===== src/rtl/mem_port_arbiter_if.sv =====
// Bundle of both requester ports plus the single-port memory side.
// Latency: none; this is wiring only.
// Backpressure: requesters hold req/addr/data stable until their gnt is seen.
interface mem_port_arbiter_if;

    // requester 0
    logic        m0_req;
    logic [31:0] m0_addr;
    logic [31:0] m0_wr_data;
    logic        m0_wr_ena;
    logic        m0_gnt;
    logic        m0_rd_valid;

    // requester 1
    logic        m1_req;
    logic [31:0] m1_addr;
    logic [31:0] m1_wr_data;
    logic        m1_wr_ena;
    logic        m1_gnt;
    logic        m1_rd_valid;

    // shared read return
    logic [31:0] rd_data;

    // single-port memory
    logic [31:0] mem_addr;
    logic [31:0] mem_wr_data;
    logic        mem_wr_ena;
    logic [31:0] mem_rd_data;

    // arbiter side
    modport slave (
        input  m0_req, m0_addr, m0_wr_data, m0_wr_ena,
        input  m1_req, m1_addr, m1_wr_data, m1_wr_ena,
        input  mem_rd_data,
        output m0_gnt, m0_rd_valid,
        output m1_gnt, m1_rd_valid,
        output rd_data,
        output mem_addr, mem_wr_data, mem_wr_ena
    );

    // requester / memory model side
    modport master (
        output m0_req, m0_addr, m0_wr_data, m0_wr_ena,
        output m1_req, m1_addr, m1_wr_data, m1_wr_ena,
        output mem_rd_data,
        input  m0_gnt, m0_rd_valid,
        input  m1_gnt, m1_rd_valid,
        input  rd_data,
        input  mem_addr, mem_wr_data, mem_wr_ena
    );

endinterface


===== src/rtl/mem_port_arbiter.sv =====
// Two-requester arbiter in front of a single-port memory with bounded-hold fairness.
// Latency: grant and memory drive are combinational; read valid one cycle after a read grant.
// Backpressure: an ungranted requester keeps its request up; nothing is buffered here.
module mem_port_arbiter #(
    // Longest run of grants to one requester while the other waits (1..15).
    parameter int unsigned MAX_HOLD = 4
) (
    input  logic                 clk,
    input  logic                 rst,
    mem_port_arbiter_if.slave    bus
);

    localparam logic [3:0] HOLD_MAX = 4'(MAX_HOLD);

    // Registered arbitration history. last_owner: 0 = m0, 1 = m1.
    logic       last_owner;
    logic       prev_granted;
    logic [3:0] hold_cnt;
    logic       m0_rd_valid_q;
    logic       m1_rd_valid_q;

    logic       last_owner_nxt;
    logic       prev_granted_nxt;
    logic [3:0] hold_cnt_nxt;

    logic       gnt0;
    logic       gnt1;
    logic       gnt_any;
    logic       gnt_id;
    logic       same_owner_run;

    // Grant decision: a lone requester always wins; under contention the
    // previous owner keeps the port until its run reaches HOLD_MAX.
    always_comb begin
        gnt0 = 1'b0;
        gnt1 = 1'b0;
        if (bus.m0_req && bus.m1_req) begin
            if (prev_granted && (hold_cnt < HOLD_MAX)) begin
                gnt0 = ~last_owner;
                gnt1 = last_owner;
            end else begin
                gnt0 = last_owner;
                gnt1 = ~last_owner;
            end
        end else begin
            gnt0 = bus.m0_req;
            gnt1 = bus.m1_req;
        end
    end

    assign gnt_any        = gnt0 | gnt1;
    assign gnt_id         = gnt1;
    assign same_owner_run = prev_granted && (last_owner == gnt_id);

    // Next arbitration history: grants extend or restart the run, idle cycles clear it.
    always_comb begin
        last_owner_nxt   = last_owner;
        prev_granted_nxt = 1'b0;
        hold_cnt_nxt     = 4'd0;
        if (gnt_any) begin
            last_owner_nxt   = gnt_id;
            prev_granted_nxt = 1'b1;
            if (same_owner_run) begin
                hold_cnt_nxt = (hold_cnt >= HOLD_MAX) ? HOLD_MAX : hold_cnt + 4'd1;
            end else begin
                hold_cnt_nxt = 4'd1;
            end
        end
    end

    // State register; reset makes m0 the first winner of a contended cycle
    // and drops any read-valid already in flight.
    always_ff @(posedge clk or negedge rst) begin
        if (!rst) begin
            last_owner    <= 1'b1;
            prev_granted  <= 1'b0;
            hold_cnt      <= 4'd0;
            m0_rd_valid_q <= 1'b0;
            m1_rd_valid_q <= 1'b0;
        end else begin
            last_owner    <= last_owner_nxt;
            prev_granted  <= prev_granted_nxt;
            hold_cnt      <= hold_cnt_nxt;
            m0_rd_valid_q <= gnt0 & ~bus.m0_wr_ena;
            m1_rd_valid_q <= gnt1 & ~bus.m1_wr_ena;
        end
    end

    // Memory drive: the granted requester's access goes out this cycle; idle drives zeros.
    always_comb begin
        bus.mem_addr    = 32'd0;
        bus.mem_wr_data = 32'd0;
        bus.mem_wr_ena  = 1'b0;
        if (gnt0) begin
            bus.mem_addr    = bus.m0_addr;
            bus.mem_wr_data = bus.m0_wr_data;
            bus.mem_wr_ena  = bus.m0_wr_ena;
        end else if (gnt1) begin
            bus.mem_addr    = bus.m1_addr;
            bus.mem_wr_data = bus.m1_wr_data;
            bus.mem_wr_ena  = bus.m1_wr_ena;
        end
    end

    assign bus.m0_gnt      = gnt0;
    assign bus.m1_gnt      = gnt1;
    assign bus.m0_rd_valid = m0_rd_valid_q;
    assign bus.m1_rd_valid = m1_rd_valid_q;
    // Memory has one-cycle read latency, which lines up with rd_valid.
    assign bus.rd_data     = bus.mem_rd_data;

endmodule

===== src/flat_wrapper.sv =====
// flat-port wrapper written by rule: the top's interface ports become plain ports
module mem_port_arbiter_flat 
#(
                                                                            
    parameter int unsigned MAX_HOLD = 4
)
  (clk, rst, bus_m0_req, bus_m0_addr, bus_m0_wr_data, bus_m0_wr_ena, bus_m1_req, bus_m1_addr, bus_m1_wr_data, bus_m1_wr_ena, bus_mem_rd_data, bus_m0_gnt, bus_m0_rd_valid, bus_m1_gnt, bus_m1_rd_valid, bus_rd_data, bus_mem_addr, bus_mem_wr_data, bus_mem_wr_ena);
  mem_port_arbiter_if bus_i ();
  input  logic clk;
  input  logic rst;
  input wire logic [$bits(bus_i.m0_req)-1:0] bus_m0_req;
  input wire logic [$bits(bus_i.m0_addr)-1:0] bus_m0_addr;
  input wire logic [$bits(bus_i.m0_wr_data)-1:0] bus_m0_wr_data;
  input wire logic [$bits(bus_i.m0_wr_ena)-1:0] bus_m0_wr_ena;
  input wire logic [$bits(bus_i.m1_req)-1:0] bus_m1_req;
  input wire logic [$bits(bus_i.m1_addr)-1:0] bus_m1_addr;
  input wire logic [$bits(bus_i.m1_wr_data)-1:0] bus_m1_wr_data;
  input wire logic [$bits(bus_i.m1_wr_ena)-1:0] bus_m1_wr_ena;
  input wire logic [$bits(bus_i.mem_rd_data)-1:0] bus_mem_rd_data;
  output wire logic [$bits(bus_i.m0_gnt)-1:0] bus_m0_gnt;
  output wire logic [$bits(bus_i.m0_rd_valid)-1:0] bus_m0_rd_valid;
  output wire logic [$bits(bus_i.m1_gnt)-1:0] bus_m1_gnt;
  output wire logic [$bits(bus_i.m1_rd_valid)-1:0] bus_m1_rd_valid;
  output wire logic [$bits(bus_i.rd_data)-1:0] bus_rd_data;
  output wire logic [$bits(bus_i.mem_addr)-1:0] bus_mem_addr;
  output wire logic [$bits(bus_i.mem_wr_data)-1:0] bus_mem_wr_data;
  output wire logic [$bits(bus_i.mem_wr_ena)-1:0] bus_mem_wr_ena;
  assign bus_i.m0_req = bus_m0_req;
  assign bus_i.m0_addr = bus_m0_addr;
  assign bus_i.m0_wr_data = bus_m0_wr_data;
  assign bus_i.m0_wr_ena = bus_m0_wr_ena;
  assign bus_i.m1_req = bus_m1_req;
  assign bus_i.m1_addr = bus_m1_addr;
  assign bus_i.m1_wr_data = bus_m1_wr_data;
  assign bus_i.m1_wr_ena = bus_m1_wr_ena;
  assign bus_i.mem_rd_data = bus_mem_rd_data;
  assign bus_m0_gnt = bus_i.m0_gnt;
  assign bus_m0_rd_valid = bus_i.m0_rd_valid;
  assign bus_m1_gnt = bus_i.m1_gnt;
  assign bus_m1_rd_valid = bus_i.m1_rd_valid;
  assign bus_rd_data = bus_i.rd_data;
  assign bus_mem_addr = bus_i.mem_addr;
  assign bus_mem_wr_data = bus_i.mem_wr_data;
  assign bus_mem_wr_ena = bus_i.mem_wr_ena;
  mem_port_arbiter #(.MAX_HOLD(MAX_HOLD)) u_core (.clk(clk), .rst(rst), .bus(bus_i));
endmodule

===== config.mk =====
export PLATFORM = sky130hd
export DESIGN_NAME = mem_port_arbiter_flat
export DESIGN_NICKNAME = d
export VERILOG_FILES = /design/src/rtl/mem_port_arbiter_if.sv /design/src/rtl/mem_port_arbiter.sv /design/src/flat_wrapper.sv
export SDC_FILE = /design/constraint.sdc
export NUM_CORES = 1
export LEC_CHECK = 0
export ABC_AREA = 1
export CAP_MARGIN = 40
export CELL_PAD_IN_SITES_DETAIL_PLACEMENT = 0
export CELL_PAD_IN_SITES_GLOBAL_PLACEMENT = 1
export CORE_MARGIN = 4
export CORE_UTILIZATION = 10
export CTS_CLUSTER_SIZE = 30
export DETAILED_ROUTE_END_ITERATION = 12
export PLACE_DENSITY = 0.79
export SYNTH_ARGS = -nofsm -noshare
export SYNTH_HDL_FRONTEND = slang
export SYNTH_SLANG_ARGS = --single-unit

===== constraint.sdc =====
create_clock -name clk -period 1.45 [get_ports clk]
set_input_delay 0.145 -clock clk [delete_from_list [all_inputs] [get_ports clk]]
set_output_delay 0.145 -clock clk [all_outputs]
set_load 0.05 [all_outputs]

### After elaboration in Yosys (flattened, before gate mapping)

Cells that the tools add are included.

* add/subtract/negate cells: 1
* $lt $le $gt $ge: 2
* equality and inequality tests: 1
* multiplexer cells: 14
* bitwise operators: 6
* reduce and logical (&&, ||, !) cells: 3

Operators with widths (count)
* $mux W32: 4
* $mux W4: 3
* $mux W1: 7
* $add A4 B1 Y4 const B: 1
* $ge A4 B3 Y1 const B: 1
* $lt A4 B3 Y1 const B: 1
* $logic_and A1 B1 Y1: 3
* $not A1 Y1: 3
* $and A1 B1 Y1: 2
* $eq A1 B1 Y1: 1
* $or A1 B1 Y1: 1

* register bits after elaboration: 8
* input port bits: 166
* output and inout port bits: 101
* logic and storage cells: 32

### Depth between registers and ports, before layout

Gate-level depths: netlist of run 1.

* depth after elaboration: 8
* mapped depth: 11
* gate-level depth less buffers: 9

### Least setup slack after synthesis of run 1

OpenSTA, ideal clock, no wires.

* path type: register -> output
* from: reg u_core.hold_cnt[2]
* to: out bus_mem_wr_data[22]
* arrival time: 1642 ps
* data required time: 1305 ps
* slack: -337 ps
* cell stages (with the launch flop): 11
* path buffers: 1
* cells stage by stage: dfrtp_1 nor2_2 nand2_1 nand2_1 nand2_1 nand3_2 nand2_2 inv_2 buf_2 nand2_1 nand2_1

* cells in the longest elaborated chain, start to end: 6
* elaborated cells on any way between the ends: 8
* those cells by class: order compare: 1; mux: 6; reduce/logical: 1

RTL lines
* start, declared: line mem_port_arbiter.sv:18 `logic [3:0] hold_cnt;`
* start signal, assigned: line mem_port_arbiter.sv:83 `hold_cnt <= hold_cnt_nxt;`
* $lt A4 B3 Y1: line mem_port_arbiter.sv:38 `if (prev_granted && (hold_cnt < HOLD_MAX)) begin`
* $logic_and A1 B1 Y1: line mem_port_arbiter.sv:38
* $mux W1: line mem_port_arbiter.sv:38
* $mux W1: line mem_port_arbiter.sv:37 `if (bus.m0_req && bus.m1_req) begin`
* named net bus_m1_gnt: line flat_wrapper.sv:22 `output wire logic [$bits(bus_i.m1_gnt)-1:0] bus_m1_gnt;`
* $mux W32: line mem_port_arbiter.sv:98 `end else if (gnt1) begin`
* $mux W32: line mem_port_arbiter.sv:94 `if (gnt0) begin`
* end, declared: line flat_wrapper.sv:26 `output wire logic [$bits(bus_i.mem_wr_data)-1:0] bus_mem_wr_data;`

The timed path passes the listed nets, and every way through them passes these cells.

### Worst setup path after layout of run 1

* from: reg u_core.hold_cnt[3]
* to: out bus_mem_addr[23]

* cells in the longest elaborated chain, start to end: 6
* elaborated cells on any way between the ends: 8
* those cells by class: order compare: 1; mux: 6; reduce/logical: 1

RTL lines
* $lt A4 B3 Y1 (*): line mem_port_arbiter.sv:38
* $logic_and A1 B1 Y1 (*): line mem_port_arbiter.sv:38
* $mux W1: line mem_port_arbiter.sv:38
* $mux W1: line mem_port_arbiter.sv:37
* $mux W32: line mem_port_arbiter.sv:98
* $mux W32 (*): line mem_port_arbiter.sv:94
* end, declared: line flat_wrapper.sv:25 `output wire logic [$bits(bus_i.mem_addr)-1:0] bus_mem_addr;`

Every way passes the cells marked *; elsewhere a longest branch is shown, timed or not.

==> results of run 1 <==
power groups by stage:
stage	Combinational, W	Sequential, W	Clock (W)
3_3_place_gp	0.00257	0.000255	0
3_5_place_dp	0.00259	0.000255	0
6_report	0.00279	0.000255	0.000470
4_1_cts	0.00277	0.000255	0.000477
5_1_grt	0.00291	0.000257	0.000501
2_1_floorplan	0.00148	0.000266	0
how the worst max path moves through the flow:
| stage | endpoint | slack (ns) | cells past startpoint |
|---|---|---|---|
| 2_1_floorplan | bus_mem_addr[16] | -0.09 | 11 |
| 3_3_place_gp | bus_mem_addr[14] | -0.34 | 7 |
| 3_5_place_dp | bus_mem_addr[14] | -0.39 | 7 |
| 4_1_cts | bus_mem_wr_data[28] | -0.49 | 10 |
| 5_1_grt | bus_mem_wr_data[9] | -0.56 | 10 |
| 6_report | bus_mem_addr[23] | -0.46 | 10 |
per-layer routing:
metal,share of wire (%),vias to the layer above
met5,0,-
met4,1.5,0
met3,12,10
met2,54,162
met1,33,1120
li1,-,1162
stage by stage:
| stage | std cells | util, % | area (um2) | TNS (ns) | setup slack [ns] |
|---|---|---|---|---|---|
| 2_1_floorplan | 281 | - | 2080 | -3.67 | -0.0859 |
| 3_3_place_gp | 627 | 33.8 | 4750 | -19.15 | -0.341 |
| 3_5_place_dp | 627 | 33.8 | 4750 | -23.09 | -0.392 |
| 4_1_cts | 642 | 36.6 | 5140 | -30.51 | -0.487 |
| 5_1_grt | 641 | 37.8 | 5310 | -35.11 | -0.560 |
| 6_report | 641 | 37.8 | 5310 | -28.23 | -0.457 |
layout make-up:
cell class / count / area (um2)
Fill cell: 1366 / 8730
Timing Repair Buffer: 221 / 2970
Multi-Input combinational cell: 220 / 1790
Tap cell: 180 / 225
Sequential cell: 8 / 201
Clock buffer: 4 / 78.8
Inverter: 7 / 38.8
Antenna cell: 1 / 2.50
sequential cells by signal (all words and copies together) (netlist names):
register / count
u_core.hold_cnt: 4
u_core.bus.m0_rd_valid: 1
u_core.bus.m1_rd_valid: 1
u_core.last_owner: 1
u_core.prev_granted: 1
synth_stat cells, types with 2 or more instances:
| master | n | share of area (%) |
|---|---|---|
| nand3_1 | 3 | 1.0 |
| inv_1 | 6 | 1.6 |
| buf_6 | 6 | 4.7 |
| nor2_1 | 8 | 2.1 |
| nand2_1 | 199 | 52 |
| o21ai_0 | 2 | 0.69 |
| buf_2 | 5 | 1.7 |
| dfrtp_1 | 7 | 12 |
| o211ai_1 | 2 | 1.0 |
| buf_4 | 35 | 18 |
cells by family after synthesis:
family,Yosys count,synth area share (%)
and+or+nand+nor,213,56.3
AOI/OAI and AO/OA,5,2.33
buffers and inverters,53,26.4
other,1,0.259
adders and majority gates,1,0.864
DFF,8,13.9
worst max-delay path, stage by stage (launching register included):
cell	delay, ns
dfrtp_1	0.38
nor2_4	0.15
nand3_2	0.08
nand2_2	0.09
nand3_4	0.09
nand2_4	0.12
clkinv_8	0.11
clkbuf_16	0.21
nand2_4	0.09
nand2_8	0.05
buf_12	0.14
what timing repair did:
action / 4_1_cts / 5_1_grt
pin swaps: 3 / 7
cloned: 5 / 1
buffers inserted: 6 / 0
endpoints found under the setup margin: 67 / 69
gates resized for setup: 42 / 61
==> metrics.txt, run 1 <==
ys flop type dfrtp_1; M1 GR Usage 9.48%; fin. max-slew vios 0; met3 usage 2.58%; RSZ-0062 raised after global routing yes; syn_nets ~450; crit path launch type flip-flop; Min Hold Slack roughly 0.19 ns; Synth Instances 281; Psw between 0.0015 and 0.002 W; pwr dens 661 nW/um2; CTS buffer count 3; GR Layer Usage met2 19.0%; clock skew 0.00129 ns; first-pass GRT wire length 12,500 um; leakage 2.35 nW; clk root buf clkbuf_16; Comb pwr share 79.3%; fin crit share 132%; row count 43; dpl hpwl 6730 um; largest net degree at the start of global routing 35; initial core utilization 10.3%; Post-CTS Hold Buffers 0; clk slew on worst S/H paths 0.04 ns; distinct cell type count after synthesis 18; area grow syn2layout 267%; Syn. warnings 0; net switching fraction of the power 43.7%; crit path kind reg -> out; Fmax achieved 524 MHz; crit path launch u_core.hold_cnt[3]; maxcap violations 0; Die X 128 um; final hold violation count 0; cells on worst reg2reg path 8; Nets 628; Hold Path Class in -> async; worst reg-to-reg setup slack 0.07 ns; status finished with violations; I/O pin count around 270; failing checks setup timing; final antenna-violating net count 0; Clock Path Buffers 2; vias in the first global route 2,584; die area roughly 16,000 um2; Residual DRC 0; PnR worst setup slack -0.457 ns; clock network fraction of design power 13.4%; R2R Path End u_core.bus.m0_rd_valid; most frequent cells in the layout clkdlybuf4s50_1 (131), nand2_4 (80), buf_12 (71), nand2_1 (59), nand2_2 (50); synthesized cell area between 1000 and 1500 um2; commonest non-fill, non-tap cell in the layout clkdlybuf4s50_1; Worst Setup End Kind output port; CTS H-tree lvls 1; RR Startpoint u_core.hold_cnt[3]; CP arrival 1.76 ns; Seq/Total Area, Yosys 13.9%; Clk Latency, worst-skew pair 0.23 ns; TritonRoute pass-1 iters 3; Die Span Y 128 um; worst-path fanout max 8; # port buffers between 200 and 250; Routed WL 8730 um; Placer Congestion 0.856; EDFF count, synth 0; CTS sink cnt 8; Critical Path RT 1.31 ns; initial antenna violation count 1; average size of a mapped cell 5.15 um2; sequential power share 7.3%; Yosys reg bits 8; global routing's busiest layer met2; via count 2,454; fraction of registers with async set/reset 100%; DRC marker count from the first detailed-route iteration 42; total track usage 9.46%; Vias/cell 3.83; final setup violating endpoints 67; Power Total 0.00351 W; internal power 0.00198 W; CTS tree done; fin crit period around 1.9 ns; Core ar. 14,000 um2; share of cells above drive strength 1 about 52%; gr ovfl total 0; Routed WL per cell ~14 um; Max IR drop VDD 331 uV
Power figures use the tool's default switching activity.
==> run 2: changes to the inputs <==
--- a/config.mk
+++ b/config.mk
@@ -11,6 +11,7 @@
 export CELL_PAD_IN_SITES_GLOBAL_PLACEMENT = 1
 export CORE_MARGIN = 4
 export CORE_UTILIZATION = 10
+export CTS_BUF_LIST = sky130_fd_sc_hd__clkbuf_8
 export CTS_CLUSTER_SIZE = 30
 export DETAILED_ROUTE_END_ITERATION = 12
 export PLACE_DENSITY = 0.79
==> run 2 against run 1 <==
  * The run still ends with setup timing left
  * Non-clock buffer count did not move
  * Critical path depth is the same
  * Clock skew grew 0.0021 ns
  * Die area unchanged
  * Cell area shrank 0.73%
==> metrics.txt, run 2 (synthesized netlist as in run 1, its figures left out) <==
crit path kind reg -> out; max reg flops 4 (unchanged); TritonRoute pass-1 iters 3 (unchanged); Routed WL per cell 13.7 um (+0.30%); initial antenna violation count 1 (unchanged); CTS sink cnt 8 (unchanged); final hold violation count 0 (unchanged); initial core utilization 10.3% (unchanged); Comb pwr share 83.9% (+4.6 points); Worst Setup End Kind output port; CTS H-tree lvls 1 (unchanged); first-pass GRT wire length 12,500 um (-0.11%); Clk Latency, worst-skew pair 0.23 ns (about the same); gr ovfl total 0 (unchanged); Nets 628 (unchanged); Core ar. 14,000 um2 (unchanged); clock skew 0.00335 ns (+0.00206 ns); most frequent cells in the layout clkdlybuf4s50_1 (132), nand2_4 (80), buf_12 (71), nand2_1 (60), nand2_2 (49); clock network fraction of design power 8.4% (-5.0 points); clk slew on worst S/H paths 0.04 ns (about the same); Max IR drop VDD 249 uV (-25%); FILL cells 1,374 (+0.59%); Critical Path RT 1.31 ns (about the same); Residual DRC 0 (unchanged); crit path launch type flip-flop; Routed WL 8760 um (+0.30%); final setup violating endpoints 67 (unchanged); Hold Path Class in -> async; cells on worst reg2reg path 8 (unchanged); Clock Path Buffers 2 (unchanged); failing checks setup timing; largest net degree at the start of global routing 35 (unchanged); worst reg-to-reg setup slack 0.07 ns (about the same); # port buffers 202 (unchanged); Fmax achieved 522 MHz (-0.41%); via count 2,457 (+0.12%); worst-path fanout max 8 (unchanged); die area 16,500 um2 (unchanged); vias in the first global route 2,581 (-0.12%); leakage 2.33 nW (-0.88%); Die X 128 um (unchanged); maxcap violations 0 (unchanged); commonest non-fill, non-tap cell in the layout clkdlybuf4s50_1; DRC marker count from the first detailed-route iteration 51 (+21%); status finished with violations; RSZ-0062 raised after global routing yes; pwr dens 630 nW/um2 (-4.8%); area grow syn2layout 264%; net switching fraction of the power 45.9% (+2.2 points); Vias/cell 3.83 (+0.12%); Die Span Y 128 um (unchanged); clk root buf clkbuf_8; internal power 0.00180 W (-9.2%); final antenna-violating net count 0 (unchanged); R2R Path End u_core.bus.m0_rd_valid; Power Total 0.00332 W (-5.5%); Biggest register u_core.hold_cnt; fin. max-slew vios 0 (unchanged); crit path launch u_core.hold_cnt[3]; CTS tree done; Placer Congestion 0.856 (unchanged); fin crit period 1.91 ns (+0.00778 ns); CTS buffer count 3 (unchanged); CP arrival 1.77 ns (about the same); RR Startpoint u_core.hold_cnt[3]; dpl hpwl 6730 um (unchanged); crit path to bus_mem_addr[23]; fin crit share 132% (+0.54 points); I/O pin count 267 (unchanged); Min Hold Slack 0.186 ns (-0.00540 ns); PnR worst setup slack -0.465 ns (-0.00778 ns); sequential power share 7.7% (+0.4 points); Psw 0.00152 W (-0.60%); row count 43 (unchanged); total track usage 9.43% (-0.034 points); share of cells above drive strength 1 51.7% (-0.22 points)
[run 2: cell types whose count changed in the layout (fill, tap and decap cells not counted), sizes merged]
cell | previous run | this run
inv | 6 | 7
clkdlybuf4s50 | 131 | 132
clkbuf | 5 | 4
dlymetal6s2s | 1 | 0
[run 2: critical path: stages, from the launching register on]
cell       delay (ns)
dfrtp_1          0.38
nor2_4           0.15
nand3_2          0.08
nand2_2          0.09
nand3_4          0.09
nand2_4          0.12
clkinv_8         0.11
clkbuf_16        0.21
nand2_4          0.09
nand2_8          0.05
buf_12           0.14
[run 2: layer usage]
layer | part of all wire [%] | global-route usage (%) | vias to the layer above | routed length (um)
li1 | - | - | 1161 | -
met1 | 34 | 9.56 | 1126 | 2950
met2 | 54 | 19.0 | 162 | 4720
met3 | 11 | 2.38 | 8 | 987
met4 | 1.3 | 2.25 | 0 | 110
met5 | 0 | 0 | - | 0
[run 2: worst min-delay path by stage]
| stage | slack, ns | to | from |
|---|---|---|---|
| detailed placement | 0.29 | bus_rd_data[10] | bus_mem_rd_data[10] |
| global route | 0.22 | u_core.bus.m0_rd_valid | rst |
| floorplan | -0.15 | u_core.bus.m0_rd_valid | rst |
| global placement | 0.29 | bus_rd_data[10] | bus_mem_rd_data[10] |
| finish | 0.19 | u_core.bus.m0_rd_valid | rst |
| CTS | 0.20 | u_core.bus.m1_rd_valid | rst |
[run 2: layout make-up]
type,instances,area [um2],area share [%]
Timing Repair Buffer,221,2970,56.3
Multi-Input combinational cell,220,1790,33.9
Tap cell,180,225,4.27
Sequential cell,8,201,3.82
Clock buffer,3,41.3,0.783
Inverter,7,38.8,0.735
Clock inverter,1,3.75,0.0712
Antenna cell,1,2.50,0.0474
[run 2: power by group through the flow]
| stage | Sequential, W | Combinational (W) | Clock (W) |
|---|---|---|---|
| 2_1_floorplan | 0.000266 | 0.00148 | 0 |
| 3_3_place_gp | 0.000255 | 0.00257 | 0 |
| 3_5_place_dp | 0.000255 | 0.00259 | 0 |
| 4_1_cts | 0.000255 | 0.00277 | 0.000286 |
| 5_1_grt | 0.000257 | 0.00291 | 0.000303 |
| 6_report | 0.000255 | 0.00279 | 0.000280 |
[run 2: metrics by stage]
step | setup TNS [ns] | setup slack (ns) | instances | instance area (um2) | util [%]
6_report | -28.72 | -0.465 | 641 | 5270 | 37.6
5_1_grt | -35.54 | -0.564 | 641 | 5270 | 37.6
4_1_cts | -30.98 | -0.494 | 642 | 5110 | 36.4
3_5_place_dp | -23.09 | -0.392 | 627 | 4750 | 33.8
3_3_place_gp | -19.15 | -0.341 | 627 | 4750 | 33.8
2_1_floorplan | -3.67 | -0.0859 | 281 | 2080 | -
[run 2: timing repair]
action                     in CTS  in global routing
pin swaps                       3                  7
setup buffers                   6                  0
setup endpoints to repair      67                 68
gates cloned                    5                  1
hold buffers                    0                  0
resized for setup              42                 59
==> run 3: changes to the inputs <==
--- a/config.mk
+++ b/config.mk
@@ -6,6 +6,7 @@
 export NUM_CORES = 1
 export LEC_CHECK = 0
 export ABC_AREA = 1
+export ABC_CLOCK_PERIOD_IN_PS = 1450
 export CAP_MARGIN = 40
 export CELL_PAD_IN_SITES_DETAIL_PLACEMENT = 0
 export CELL_PAD_IN_SITES_GLOBAL_PLACEMENT = 1
@@ -15,6 +16,7 @@
 export CTS_CLUSTER_SIZE = 30
 export DETAILED_ROUTE_END_ITERATION = 12
 export PLACE_DENSITY = 0.79
+export SETUP_SLACK_MARGIN = 0.15
 export SYNTH_ARGS = -nofsm -noshare
 export SYNTH_HDL_FRONTEND = slang
 export SYNTH_SLANG_ARGS = --single-unit
==> run 3 against run 2 <==
  * The run still ends with setup timing left
  * Count of clock-buffer cells in the layout unchanged
  * Clock power decreased by 4%
  * Critical path depth increased by 1
  * Fmax fell by 0.31%
  * Critical endpoint is now bus_mem_addr[19]
  * Sequential cell count stayed put
  * Register-to-register slack got worse by 0.18 ns
  * Die area stayed put
==> metrics.txt, run 3 (synthesized netlist as in run 1, its figures left out) <==
status finished with violations; failing checks setup timing; CP arrival 1.78 ns (about the same); Post-CTS Hold Buffers 0 (unchanged); final antenna-violating net count 0 (unchanged); fin crit period 1.92 ns (+0.00598 ns); ANT cells 0 (-1); clock skew 0.00168 ns (-0.00167 ns); Multi-input gate area 1610 um2 (-10%); CTS H-tree lvls 1 (unchanged); most frequent cells in the layout clkdlybuf4s50_1 (133), nand2_4 (78), buf_12 (75), nand2_1 (71), nand2_2 (51); total track usage 10.3% (+0.88 points); Sequential Area 201 um2 (unchanged); gr ovfl total 0 (unchanged); initial core utilization 10.3% (unchanged); vias in the first global route 2,746 (+6.4%); CP max-delay cell dfstp_2; die area 16,500 um2 (unchanged); fin. max-slew vios 0 (unchanged); via count 2,474 (+0.69%); leakage 2.36 nW (+1.1%); Routed WL per cell 14.3 um (+4.6%); CTS tree done; # port buffers 202 (unchanged); maxcap violations 0 (unchanged); commonest non-fill, non-tap cell in the layout clkdlybuf4s50_1; Hold Path Class in -> async; Min Hold Slack 0.201 ns (+0.0149 ns); Crit path buffers/inverters 5 (+2); Biggest register u_core.hold_cnt; FILL cells 1,371 (-0.22%); share of cells above drive strength 1 51.2% (-0.57 points); clk root buf clkbuf_8; Vias/cell 3.80 (-0.85%); Die Span Y 128 um (unchanged); PnR worst setup slack -0.471 ns (-0.00598 ns); row count 43 (unchanged); CTS buffer count 3 (unchanged); dpl hpwl 6920 um (+2.8%); Clk Latency, worst-skew pair 0.22 ns (about the same); max reg flops 4 (unchanged); pwr dens 634 nW/um2 (+0.78%); Core ar. 14,000 um2 (unchanged); Placer Congestion 0.827 (-3.4%); area grow syn2layout 269%; fin crit share 132% (+0.41 points); DRC marker count from the first detailed-route iteration 19 (-63%); Clock Path Buffers 2 (unchanged); Worst Setup End Kind output port; Critical Path RT 1.31 ns (about the same); largest net degree at the start of global routing 19 (-46%); final setup violating endpoints 68 (+1.5%); Nets 639 (+1.8%); cell family with most CP delay flip-flops; final hold violation count 0 (unchanged); Routed WL 9310 um (+6.2%); Max IR drop VDD 271 uV (+9.0%); CTS sink cnt 8 (unchanged); crit path kind reg -> out; placed insts 629 (+0.32%); RSZ-0062 raised after global routing yes; post-route insts no fill 651 (+1.6%); final core occ 38.0% (+0.49 points); Residual DRC 0 (unchanged); worst-path fanout max 14 (+6); clk slew on worst S/H paths 0.04 ns (about the same); Fmax achieved 521 MHz (-0.31%); I/O pin count 267 (unchanged); crit path launch type flip-flop; initial antenna violation count 0 (-1); Die X 128 um (unchanged); TritonRoute pass-1 iters 4 (+1); first-pass GRT wire length 13,500 um (+8.0%); worst-path cell chain inv_2, nand3_2, nand2_2, nand3_4, nand2_4, inv_8, buf_12, buf_16, nand2_1, nand2_4, buf_12; Max stage delay on crit path 0.56 ns (+0.18 ns)
-- run 3: final timing paths --
path | from | end | slack, ns | cells past startpoint
min in group clk | bus_mem_rd_data[18] | bus_rd_data[18] | 0.29 | 0
hold reg to reg | u_core.hold_cnt[0] | u_core.hold_cnt[0] | 0.57 | 3
setup / recovery | u_core.last_owner | bus_mem_addr[19] | -0.47 | 11
setup reg to reg | u_core.hold_cnt[3] | u_core.hold_cnt[0] | -0.11 | 9
hold / removal | rst | u_core.bus.m0_rd_valid | 0.20 | 1
max in group asynchronous | rst | u_core.last_owner | 0.94 | 1
-- run 3: metal layers --
layer,track usage [%],part of all wire [%],up-vias
met5,0,0,-
met4,3.31,2.7,0
met3,3.46,12,18
met2,20.3,53,159
met1,9.98,32,1108
li1,-,-,1189
-- run 3: cell type report --
class | instances | share of cell area [%]
multi-input combinational | 220 | 30.1
clock buffer | 3 | 0.773
sequential | 8 | 3.77
inverter | 7 | 0.632
timing repair buffer | 232 | 60.4
clock inverter | 1 | 0.0703
tap | 180 | 4.22
-- run 3: repair_timing --
action | 4_1_cts | 5_1_grt
gates resized for setup | 76 | 23
buffers inserted | 8 | 1
pin swaps | 2 | 9
gates cloned | 7 | 2
setup endpoints to repair | 71 | 71
-- run 3: worst reg2reg max path: cells and delay by family, from the launching register on --
kind	cells	cell delay, ns
AO/OA/AOI/OAI	1	0.19
flip-flops	1	0.38
buffers and inverters	3	0.32
AND/OR/NAND/NOR	5	0.55
-- run 3: per-stage QoR --
step           cell area (um2)  TNS [ns]  setup WS (ns)  power [W]
6_report                  5340    -29.13         -0.471    0.00339
5_1_grt                   5340    -36.80         -0.580    0.00354
4_1_cts                   5210    -29.98         -0.484    0.00337
3_5_place_dp              4640    -17.57         -0.288    0.00280
3_3_place_gp              4640    -14.94         -0.246    0.00277
2_1_floorplan             1950     -2.93        -0.0651    0.00170
-- run 3: power by group --
part	switching, W	leakage, nW	total [W]	internal [W]
registers	0.0000130	0.0972	0.000257	0.000244
clock network	0.0000848	0.0269	0.000268	0.000183
logic	0.00141	2.23	0.00287	0.00146
